`src/rtl/counter.sv`:
```
// counter: WIDTH-bit up/down counter with async active-low reset; wraps by default, saturates when COUNTER_SATURATE_EN is defined
module counter #(
  parameter int WIDTH = 3
) (
  input  logic             clk,
  input  logic             rst,
  input  logic             up_down,
  output logic [WIDTH-1:0] out
);
  localparam logic [WIDTH-1:0] ONE = WIDTH'(1);
  localparam logic [WIDTH-1:0] MAX = '1;
  logic [WIDTH-1:0] r_count;
  logic [WIDTH-1:0] w_next;
  // next count: step one in the sampled direction, clamping at the ends in the saturating build
  always_comb begin
`ifdef COUNTER_SATURATE_EN
    w_next = up_down ? ((r_count == MAX) ? r_count : r_count + ONE)
                     : ((r_count == '0)  ? r_count : r_count - ONE);
`else
    w_next = up_down ? r_count + ONE : r_count - ONE;
`endif
  end
  // count register: cleared immediately by reset, otherwise advances on every rising edge
  always_ff @(posedge clk or negedge rst) begin
    if (!rst) r_count <= '0;
    else      r_count <= w_next;
  end
  assign out = r_count;
endmodule

```
`config.mk`:
```
export PLATFORM = sky130hd
export DESIGN_NAME = counter
export DESIGN_NICKNAME = d
export VERILOG_FILES = /design/src/rtl/counter.sv
export SDC_FILE = /design/constraint.sdc
export NUM_CORES = 1
export LEC_CHECK = 0
export ABC_AREA = 1
export CAP_MARGIN = 10
export CORE_AREA = 2 2 39 41
export CTS_CLUSTER_DIAMETER = 80
export DETAILED_ROUTE_END_ITERATION = 8
export DIE_AREA = 0 0 41 43
export SLEW_MARGIN = 40
export SYNTH_ARGS = -nofsm -noshare
export SYNTH_HDL_FRONTEND = slang
export SYNTH_SLANG_ARGS = --single-unit
```
`constraint.sdc`:
```
create_clock -name clk -period 3.2 [get_ports clk]
set_input_delay 0.96 -clock clk [delete_from_list [all_inputs] [get_ports clk]]
set_output_delay 0.96 -clock clk [all_outputs]
set_load 0.1 [all_outputs]
```
==> qor.csv, run 1 <==
metric;value;unit
Crit path arrival time;2140;ps
worst slew pin tran;278;ps
IO Count;6;
Yosys reg bits;3;
CTS clk-pin slew, worst paths;40;ps
Synth Area in Simple Gates;19.3;%
DR WL/cell;6.67;um
MaxCap Viol Count;0;
post_cts resized;0;
average size of a mapped cell;9.74;um2
initial antenna violation count;0;
vias in the first global route;113;
Fin. Hold Viols;0;
cell area after synthesis;136;um2
Post-CTS Hold Buffers;0;
CP Launch Type;input pin;
Cell Rows;14;
Top delay family on crit path;buffers and inverters;
critical path, cell by cell;clkdlybuf4s50_1, inv_2, fa_1, inv_1, nand3_1, nand2_1;
GRT Residual Overflow;0;
Initial Util;9.86;%
Ys Warns;0;
dominant combinational cell family by area after synthesis;simple AND/OR/NAND/NOR gates;
first-pass GRT wire length;400;um
Setup CP Type;in -> reg;
fin crit share;61.5;%
DRT antenna net count;0;
TritonCTS clock tree;yes;
worst endpoint required time;3370;ps
Max-Slew Margin vs Limit;81.6;%
largest net degree at the start of global routing;4;
DRT Pass-1 Iters;2;
Die Area;1760;um2
Non-Filler Instances;39;
post-synth cell types;7;
worst-path fanout max;2;
post-synthesis sequential area ratio;55.0;%
RSZ-0062 raised after global routing;no;
worst path bufs/invs;3;
clk_lat worst skew;230;ps
DR vias;113;
gpl congestion;0.521;
PortBufs;5;
clk sink count;3;
Area growth syn-to-layout;65.1;%
xor/xnor share of the synthesized area;0;%
post-synthesis adder-cell area fraction;14.7;%
Hold WS;491;ps
Min-Delay Path Class;reg -> reg;
number of buffers created by CTS;3;
FMAX;508;MHz
nets@finish;28;
CTS Root Buffer Type;clkbuf_4;
Iteration-0 DRC Markers;6;
Setup crit end kind;register;
post-synthesis mux area share;0;%
Fin Setup TNS;0;ps
layout cell share with drive strength beyond 1;34.8;%
DRC viols;0;
max FFs per register;3;
Final Skew;2.11;ps
Cells after DPL;35;
vias per std cell;2.90;
Synth Area in Compound Gates;0;%
Mapped Nets;18;
setup bufs post-CTS;0;
total core area;1380;um2
clock tree buffer depth;2;
antenna cells;0;
GRT Overall Usage;4.31;%
min Tclk post-route;1970;ps
Cells after Synth;14;
CP peak stage delay;490;ps
Final Slew Violations;0;
Die Y;43;um
final setup vio count;0;
Routed Wire Length;260;um
CP max-delay cell;clkdlybuf4s50_1;
most frequent cells in the layout;nand2_1, inv_1, clkbuf_4, dfrtp_1, buf_4;
H-tree depth;1;
most common cell after layout, fill and taps aside;nand2_1;
status;finished clean;
die width;41;um
==> cell type report <==
type,instances,area [um2]
clock buffers,4,26.3
fillers,154,1160
inverters,4,15.0
multi-input cells,7,46.3
flip-flops and latches,3,75.1
well taps,16,20.0
repair buffers,5,42.5
==> path summary, 6_finish.rpt <==
check	startpoint	to	slack, ps	cells after the start
max	up_down	out[2]$_DFF_PN0_	1230	6
min	out[0]$_DFF_PN0_	out[0]$_DFF_PN0_	490	1
max reg2reg	out[0]$_DFF_PN0_	out[2]$_DFF_PN0_	2130	4
min reg2reg	out[0]$_DFF_PN0_	out[0]$_DFF_PN0_	490	1
max in group asynchronous	rst	out[1]$_DFF_PN0_	2140	1
min in group asynchronous	rst	out[2]$_DFF_PN0_	920	1
==> per-layer routing <==
layer  vias to the layer above  GRT usage, %  part of all wire [%]
met5                         -             0                     0
met2                         6          5.63                    57
met3                         0          3.14                    11
li1                         57             -                     -
met4                         0          8.00                     0
met1                        50          2.24                    32
==> worst reg2reg max path, delay by kind of cell, from the launching register on <==
kind / cells / cell delay (ps)
fa+ha+maj: 1 / 410
buf+inv: 1 / 70
flops: 1 / 400
simple gates: 2 / 130
==> per-stage QoR <==
step	utilization [%]	instance area [um2]	setup slack [ps]
floorplan	-	136	1310
global placement	14.4	199	992
detailed placement	14.4	199	992
CTS	16.3	225	1230
global route	16.3	225	1170
finish	16.3	225	1230
==> cell usage after synthesis <==
library cell | n | area (um2)
inv_2 | 1 | 3.75
dfrtp_1 | 3 | 75.1
inv_1 | 3 | 11.3
nand2_2 | 1 | 6.26
fa_1 | 1 | 20.0
nand3_1 | 1 | 5.00
nand2_1 | 4 | 15.0
==> cell families (layout without fill, tap and decap cells) <==
group	Yosys count	after routing
adders and majority gates	1	1
buffers and inverters	4	13
DFF	3	3
and+or+nand+nor	6	6
Power of run 1 is not shown: default switching activity piles up to over one toggle a cycle in this logic, so the estimate is an artifact.
==> run 2: changes to the inputs <==
clock period = 1.9 ns   (was 3.2 ns; I/O delays follow)
==> qor.csv, run 2 (synthesis results as in run 1) <==
metric;value;unit
status;finished clean;
final instance area;263;um2
Final Skew;1.49;ps
FMAX;632;MHz
DRT antenna net count;0;
Routed Wire Length;237;um
Post-CTS Hold Buffers;0;
vias in the first global route;123;
Final Slew Violations;0;
Placed Area;236;um2
vias per std cell;2.95;
fin crit share;83.2;%
Hold WS;526;ps
clock tree buffer depth;2;
antenna cells;0;
post_cts resized;0;
CTS Root Buffer Type;clkbuf_4;
PortBufs;5;
nets@finish;28;
layout cell share with drive strength beyond 1;34.8;%
Setup crit end kind;register;
Fin. Hold Viols;0;
Iteration-0 DRC Markers;1;
clk_lat worst skew;230;ps
Max-Slew Margin vs Limit;87.6;%
most frequent cells in the layout;nand2_1, inv_1, clkbuf_4, dfrtp_1, buf_12;
number of buffers created by CTS;3;
CP peak stage delay;500;ps
fin worst setup slack;319;ps
final setup vio count;0;
gpl congestion;0.533;
IO Count;6;
min Tclk post-route;1580;ps
H-tree depth;1;
CP Launch Type;input pin;
worst-path fanout max;2;
DRT Pass-1 Iters;4;
max FFs per register;3;
fillers;151;
worst endpoint required time;2070;ps
Cell Rows;14;
critical path, cell by cell;clkdlybuf4s50_1, inv_2, fa_1, inv_1, nand3_1, nand2_1;
worst slew pin tran;186;ps
total core area;1380;um2
Crit path arrival time;1750;ps
DR vias;115;
clk sink count;3;
Initial Util;9.86;%
DRC viols;0;
pre-CTS WS;79.8;ps
largest net degree at the start of global routing;4;
Fin Setup TNS;0;ps
CP max-delay cell;clkdlybuf4s50_1;
RSZ-0062 raised after global routing;no;
initial antenna violation count;0;
MaxCap Viol Count;0;
TritonCTS clock tree;yes;
setup bufs post-CTS;0;
Area growth syn-to-layout;92.7;%
most common cell after layout, fill and taps aside;nand2_1;
GRT Overall Usage;4.01;%
Min-Delay Path Class;in -> async;
die width;41;um
GRT Residual Overflow;0;
Die Y;43;um
Setup CP Type;in -> reg;
DR WL/cell;6.08;um
first-pass GRT wire length;407;um
Die Area;1760;um2
CTS clk-pin slew, worst paths;40;ps
[run 2: final timing paths]
path	startpoint	endpoint	slack, ps	cells past startpoint
min	rst	out[2]$_DFF_PN0_	530	1
min in group clk	out[0]$_DFF_PN0_	out[0]$_DFF_PN0_	530	1
max	up_down	out[2]$_DFF_PN0_	320	6
max in group asynchronous	rst	out[1]$_DFF_PN0_	1230	1
max reg2reg	out[0]$_DFF_PN0_	out[2]$_DFF_PN0_	790	4
min reg2reg	out[0]$_DFF_PN0_	out[0]$_DFF_PN0_	530	1
[run 2: per-stage QoR]
step,util (%),std cells
6_report,19.0,39
4_1_cts,19.0,39
5_1_grt,19.0,39
2_1_floorplan,-,14
3_5_place_dp,17.1,35
3_3_place_gp,17.1,35
[run 2: layout make-up]
cell class	instances	area, um2	share of cell area [%]
timing repair buffer	5	80.1	30.5
sequential	3	75.1	28.6
multi-input combinational	7	46.3	17.6
clock buffer	4	26.3	10.0
tap	16	20.0	7.62
inverter	4	15.0	5.71
[run 2: metal layers]
layer  share of wire, %  track usage [%]  up-vias
li1                   -                -       56
met1                 40             2.56       53
met2                 49             5.31        6
met3                 11             4.71        0
met4                  0             4.00        0
met5                  0                0        -
[run 2: critical path, delay by kind of cell]
kind	cells	cell delay, ps
buf+inv	3	620
fa+ha+maj	1	430
simple gates	2	130
Power of run 2 is left out for the same reason.
